`src/rtl/vga_timing_gen.sv`:
```
// vga_timing_gen
//   SVGA 800x600 @ 56 Hz timing generator and registered RGB/sync output stage.
//   Coordinates go out to the renderer, its combinational colour comes back in
//   and is registered together with the syncs so that colour, blanking and
//   sync leave the FPGA mutually aligned, one cycle after the coordinates.
//
// Ports
//   pixel_clk                  in   pixel clock (36 MHz)
//   rst                        in   asynchronous, active-high reset
//   h_coord, v_coord   [9:0]   out  horizontal / vertical counters
//   display_on                 out  visible-region decode of the counters
//   frame_start                out  one-cycle pulse while counters read (0,0)
//   red_in/green_in/blue_in    in   renderer colour for current coordinates
//   vga_r/vga_g/vga_b  [3:0]   out  registered colour, black in blanking
//   vga_hs, vga_vs             out  registered syncs (polarity per HS_POL/VS_POL)
module vga_timing_gen #(
  parameter int unsigned H_ACTIVE = 800,
  parameter int unsigned H_FP     = 24,
  parameter int unsigned H_SYNC   = 72,
  parameter int unsigned H_BP     = 128,
  parameter int unsigned V_ACTIVE = 600,
  parameter int unsigned V_FP     = 1,
  parameter int unsigned V_SYNC   = 2,
  parameter int unsigned V_BP     = 22,
  parameter logic        HS_POL   = 1'b1,
  parameter logic        VS_POL   = 1'b1
) (
  input  logic       pixel_clk,
  input  logic       rst,
  output logic [9:0] h_coord,
  output logic [9:0] v_coord,
  output logic       display_on,
  output logic       frame_start,
  input  logic [3:0] red_in,
  input  logic [3:0] green_in,
  input  logic [3:0] blue_in,
  output logic [3:0] vga_r,
  output logic [3:0] vga_g,
  output logic [3:0] vga_b,
  output logic       vga_hs,
  output logic       vga_vs
);

  localparam int unsigned H_TOTAL  = H_ACTIVE + H_FP + H_SYNC + H_BP;
  localparam int unsigned V_TOTAL  = V_ACTIVE + V_FP + V_SYNC + V_BP;
  localparam int unsigned HS_START = H_ACTIVE + H_FP;
  localparam int unsigned HS_END   = HS_START + H_SYNC;
  localparam int unsigned VS_START = V_ACTIVE + V_FP;
  localparam int unsigned VS_END   = VS_START + V_SYNC;

  localparam logic [9:0] H_LAST = 10'(H_TOTAL - 1);
  localparam logic [9:0] V_LAST = 10'(V_TOTAL - 1);

  // Counters are 10 bits wide; larger totals cannot be represented.
  if (H_TOTAL > 1024 || V_TOTAL > 1024) begin : g_total_check
    $error("vga_timing_gen: H_TOTAL and V_TOTAL must not exceed 1024");
  end

  logic [9:0] h_next;
  logic [9:0] v_next;
  logic       h_wrap;
  logic       hs_region;
  logic       vs_region;

  always_comb begin
    h_wrap = (h_coord == H_LAST);
    h_next = h_wrap ? '0 : h_coord + 10'd1;
    v_next = v_coord;
    if (h_wrap) begin
      v_next = (v_coord == V_LAST) ? '0 : v_coord + 10'd1;
    end
  end

  // Compare in 11 bits so a region end of exactly 1024 stays representable.
  always_comb begin
    display_on = ({1'b0, h_coord} < 11'(H_ACTIVE)) &&
                 ({1'b0, v_coord} < 11'(V_ACTIVE));
    hs_region  = ({1'b0, h_coord} >= 11'(HS_START)) &&
                 ({1'b0, h_coord} <  11'(HS_END));
    vs_region  = ({1'b0, v_coord} >= 11'(VS_START)) &&
                 ({1'b0, v_coord} <  11'(VS_END));
  end

  always_ff @(posedge pixel_clk or posedge rst) begin
    if (rst) begin
      h_coord     <= '0;
      v_coord     <= '0;
      frame_start <= 1'b0;
      vga_r       <= '0;
      vga_g       <= '0;
      vga_b       <= '0;
      vga_hs      <= ~HS_POL;
      vga_vs      <= ~VS_POL;
    end else begin
      h_coord     <= h_next;
      v_coord     <= v_next;
      // Decoded from the next state so the pulse lines up with (0,0); the
      // reset-time (0,0) is never a "next" state, so the first frame is silent.
      frame_start <= (h_next == '0) && (v_next == '0);
      vga_r       <= display_on ? red_in   : '0;
      vga_g       <= display_on ? green_in : '0;
      vga_b       <= display_on ? blue_in  : '0;
      vga_hs      <= hs_region ? HS_POL : ~HS_POL;
      vga_vs      <= vs_region ? VS_POL : ~VS_POL;
    end
  end

endmodule
```
`config.mk`:
```
export PLATFORM = sky130hd
export DESIGN_NAME = vga_timing_gen
export DESIGN_NICKNAME = d
export VERILOG_FILES = /design/src/rtl/vga_timing_gen.sv
export SDC_FILE = /design/constraint.sdc
export NUM_CORES = 1
export LEC_CHECK = 0
export CORE_MARGIN = 1
export CORE_UTILIZATION = 51
export DETAILED_ROUTE_END_ITERATION = 10
export GPL_TIMING_DRIVEN = 0
export PLACE_DENSITY = 0.85
export SYNTH_ARGS = -nofsm -noshare
export SYNTH_HDL_FRONTEND = slang
export SYNTH_SLANG_ARGS = --single-unit
export TNS_END_PERCENT = 1
```
`constraint.sdc`:
```
create_clock -name pixel_clk -period 3.6 [get_ports pixel_clk]
set_input_delay 0.54 -clock pixel_clk [delete_from_list [all_inputs] [get_ports pixel_clk]]
set_output_delay 0.54 -clock pixel_clk [all_outputs]
set_load 0.01 [all_outputs]
```
---- After elaboration in Yosys (flattened, before gate mapping) ----
Cells that the tools add are included.
storage, ports and cells
  flip-flop bits (word level) ............. 35
  latch bits .............................. 0
  memory bits (writable) .................. 0
  bits in read-only memories .............. 0
  input bits .............................. 14
  output and inout bits ................... 36
  word-level logic and storage cells ...... 32
  memories kept ........................... 0
operators by class
  add/subtract/negate cells ............... 2
  multiply operators ...................... 0
  divide/modulo/power cells ............... 0
  $lt $le $gt $ge ......................... 6
  equality and inequality tests ........... 2
  shift operators ......................... 0
  muxes and demuxes ....................... 8
  bitwise gates (word level) .............. 0
  reduce and logical (&&, ||, !) cells .... 6
operator list
  cell                   number
  $lt 10x10->1 const B   4
  $mux 10                3
  $add 10x1->10 const B  2
  $eq 10x10->1 const B   2
  $ge 10x10->1 const B   2
  $logic_not 10->1       2
  $mux 4                 3
  $logic_and 1x1->1      4
  $mux 1                 2

---- Depth between registers and ports, before layout ----
Gate-level depths: netlist (run 1).
  word-level depth ........................ 5
  depth in mapped cells ................... 8
  mapped depth without buffers ............ 8

---- Worst setup path after synthesis (run 1) ----
OpenSTA, ideal clock, no wires.
  path kind ............................... register -> register
  start point ............................. reg v_coord[8]
  end point ............................... reg frame_start
  setup time .............................. 0.068 ns
  arrival ................................. 2.055 ns
  data required time ...................... 3.532 ns
  slack ................................... 1.478 ns
  stages on the path, launching flop included .. 8
  buffers on the path ..................... 1
  clock period less this slack ............ 2.122 ns
  path through ............................ dfrtp_1 -> buf_6 -> or4b_4 -> nor4_4 -> or2b_4 -> o22ai_1 -> a311oi_1 -> and4_1
between the ends
  longest elaborated chain between the ends .. 5
  elaborated cells on any way between the ends .. 6
  classes of those cells .................. add/sub (1); eq/ne (1); mux (2); reduce/logical (2)
RTL lines
  what                                                  RTL line  text
  start: declaration                                    31        output logic [9:0] v_coord,
  start signal: assignment                              96        v_coord <= v_next;
  $add 10x1->10 / $eq 10x10->1 (equally long branches)  70        v_next = (v_coord == V_LAST) ? '0 : v_coord + 10'd1;
  $mux 10                                               70
  $mux 10 (*)                                           69        if (h_wrap) begin
  $logic_not 10->1 (*)                                  99        frame_start <= (h_next == '0) && (v_next == '0);
  $logic_and 1x1->1 (*)                                 99
  end signal: assignment                                99
  end: declaration                                      33        output logic frame_start,
Every way passes the cells marked *; elsewhere a longest branch is shown, timed or not.

---- Final worst setup path (run 1) ----
  start point ............................. reg v_coord[3]
  end point ............................... out display_on
between the ends
  longest elaborated chain between the ends .. 2
RTL lines
  what               RTL line  text
  $lt 10x10->1       77        ({1'b0, v_coord} < 11'(V_ACTIVE));
  $logic_and 1x1->1  76        display_on = ({1'b0, h_coord} < 11'(H_ACTIVE)) &&
  end: declaration   32        output logic display_on,
No other way between the ends.

==> metrics.txt, run 1 <==
worst-path fanout max=10; Final WS setup=342 ps; leading area contributor after synthesis=dfrtp_1; Vias per Instance=5.55; pre-CTS setup slack=726 ps; Min-Delay Path Depth=1; pwr/cell area=308 mW/mm^2; initial antenna violation count=0; site row count=20; Yosys top cell area share=49.8%; Crit. End Element=output pin; Final setup viols=0; CTS Buf Count=5; Clock Path Buffers=2; IO Count=50; Fin. Hold Viols=0; WS Path Type=reg -> out; PostCTS Resize Cnt=0; DR iter-0 viols=77; Pre-antenna DRT Iters=4; crit-path leading delay family=buffers and inverters; core area=0.00315 sq mm; synthesized area=0.00176 sq mm; cell count after placement=275; Final Skew=4.66 ps; setup TNS=0 ps; slew of the pin with the lowest slew margin=709 ps; Clk Latency, worst-skew pair=360 ps; asr flop ratio synth=100%; period utilization=90.5%; Required @ worst endpoint=3060 ps; nets=257; clock root buffer=clkbuf_4; Max Cap Viol=0; Critical Path Source Type=register; die height=60.7 um; CTS tree=done; Synth Register Bits=35; H-tree levels=2; routed wire length=4150 um; worst hold-check path type=reg -> reg; WP buf/inv=4; relative slew slack=52.7%; Synth area leaders=dfrtp_1 (50%), and2_1 (4.3%), nand2_1 (4.3%); number of enable flip-flop cells after synthesis=0; Clock Pin Slew Worst Setup and Hold Paths=110 ps; Routed wire per std cell=14.7 um; Post-Syn Nets=201; post-layout min period=3260 ps; Achievable Freq=0.307 GHz; die width=60.7 um; Critical Path Max Stage Delay=620 ps; Levels on crit path=8; worst reg2reg path depth=8; RSZ-0062 raised after global routing=false; worst vdd rail ir drop=0.000384 V; max-slew violations=0; initial core utilization=55.8%; Hold Buf Count CTS=0; largest net degree at the start of global routing=36; global-route wire length before repair=6640 um; Cells after Synth=182; Overflow after GRT=0; number of inserted diodes=0; PortBufs=49; Post-CTS Setup Bufs=0; Leakage=0.986 nW; Seq/Total Area, Yosys=49.8%; commonest non-fill, non-tap cell in the layout=clkdlybuf4s50_1; Layout area overhead=35.7%; status=finished clean; Worst path slowest cell=clkdlybuf4s50_1; # fillers=256; Routed Antenna Nets=0; Total Routing Usage GR=25.3%; HPWL after DPL=2970 um; worst hold margin=536 ps; Worst EP arrival=2720 ps; Synth cell types=39; Tot Pwr=0.734 mW; vias=1571; clock sinks=35; Avg Inst Size Synth=9.66 sq um; most frequent cells in the layout=clkdlybuf4s50_1 (49), dfrtp_1 (35), nand2_1 (20), nor2_1 (19), and2_1 (12); routability congestion estimate=0.862; critical-path cell list=clkbuf_1 > nand2_1 > inv_1 > o21ai_0 > nand2_1 > a21oi_1 > clkbuf_1 > clkdlybuf4s50_1; DR DRC count=0; Die ar.=0.00369 sq mm; Synth Flop Type=dfrtp_1; final std cells w/o fill=283; vias in the first global route=1441; yosys warns=0; share of cells above drive strength 1=6.69%
-- logic make-up (layout without fill, tap and decap cells) --
group | after synthesis | after routing | synth area share (%)
xor gates and xnor gates | 10 | 10 | 4.98
DFF | 35 | 35 | 49.8
adders and majority gates | 5 | 5 | 3.56
AOI/OAI and AO/OA | 29 | 29 | 10.5
buffers and inverters | 16 | 73 | 3.99
and+or+nand+nor | 87 | 87 | 27.2
-- layer usage --
| layer | share of wire (%) | global-route usage, % | vias to the layer above | wire length [um] |
|---|---|---|---|---|
| met3 | 10 | 10.4 | 13 | 433 |
| li1 | - | - | 743 | - |
| met5 | 0 | 0 | - | 0 |
| met1 | 40 | 30.6 | 728 | 1660 |
| met2 | 47 | 38.1 | 87 | 1950 |
| met4 | 2.4 | 14.9 | 0 | 101 |
-- final cells by class --
type                       count  area, sq um  area share (%)
timing repair buffer          49          490            20.6
buffer                         9         43.8            1.84
sequential                    35          876            36.7
tap                           44         55.1            2.31
clock buffer                   5         37.5            1.57
multi-input combinational    131          812            34.1
clock inverter                 3         43.8            1.84
inverter                       7         26.3            1.10
-- per-stage QoR --
| stage | util [%] | area [sq um] |
|---|---|---|
| after CTS | 75.6 | 2380 |
| final | 75.6 | 2380 |
| after floorplan | - | 1760 |
| after global routing | 75.6 | 2380 |
| after global placement | 73.1 | 2300 |
| after detailed placement | 73.1 | 2300 |
-- final timing paths --
check	start	end	slack, ps
max	v_coord[3]$_DFF_PP0_	display_on	340
min	h_coord[0]$_DFF_PP0_	h_coord[0]$_DFF_PP0_	540
max in group asynchronous	rst	v_coord[3]$_DFF_PP0_	2540
min reg2reg	h_coord[0]$_DFF_PP0_	h_coord[0]$_DFF_PP0_	540
min in group asynchronous	rst	v_coord[9]$_DFF_PP0_	600
max reg2reg	h_coord[0]$_DFF_PP0_	frame_start$_DFF_PP0_	1210
-- synth_stat cells (2+ instances only) --
cell / count
clkbuf_1: 6
xnor2_1: 5
o22ai_1: 4
xor2_1: 5
nand2b_1: 2
nand4_1: 3
nor4_1: 3
o21ai_0: 10
a21o_1: 2
and2_1: 12
and4_1: 3
nor3_1: 7
nor2_1: 19
nand2_1: 20
dfrtp_1: 35
a21oi_1: 4
ha_1: 5
nand3_1: 7
inv_1: 7
or3_1: 2
nor3b_1: 2
buf_2: 2
-- report_power, final --
group,switching [mW],internal (mW)
combinational,0.0170,0.0267
clock,0.142,0.146
sequential,0.00193,0.400
total,0.161,0.572
-- flip-flops by register name, summed over array words and instances (netlist names) --
| name | cells |
|---|---|
| vga_vs | 1 |
| v_coord | 10 |
| h_coord | 10 |
| frame_start | 1 |
| vga_hs | 1 |
| vga_b | 4 |
| vga_r | 4 |
| vga_g | 4 |
(Power assumes the default switching activity.)
==> run 2, diff against run 1 <==
--- a/config.mk
+++ b/config.mk
@@ -5,6 +5,7 @@
 export SDC_FILE = /design/constraint.sdc
 export NUM_CORES = 1
 export LEC_CHECK = 0
+export ABC_CLOCK_PERIOD_IN_PS = 3600
 export CORE_MARGIN = 1
 export CORE_UTILIZATION = 51
 export DETAILED_ROUTE_END_ITERATION = 10
==> results of run 2 <==
The final DEF is identical to that of run 1; final timing and power are the same.
==> run 3, diff against run 2 <==
--- a/config.mk
+++ b/config.mk
@@ -11,6 +11,7 @@
 export DETAILED_ROUTE_END_ITERATION = 10
 export GPL_TIMING_DRIVEN = 0
 export PLACE_DENSITY = 0.85
+export SLEW_MARGIN = 40
 export SYNTH_ARGS = -nofsm -noshare
 export SYNTH_HDL_FRONTEND = slang
 export SYNTH_SLANG_ARGS = --single-unit
==> results of run 3 <==
The final DEF is identical to that of run 1; final timing and power are the same.
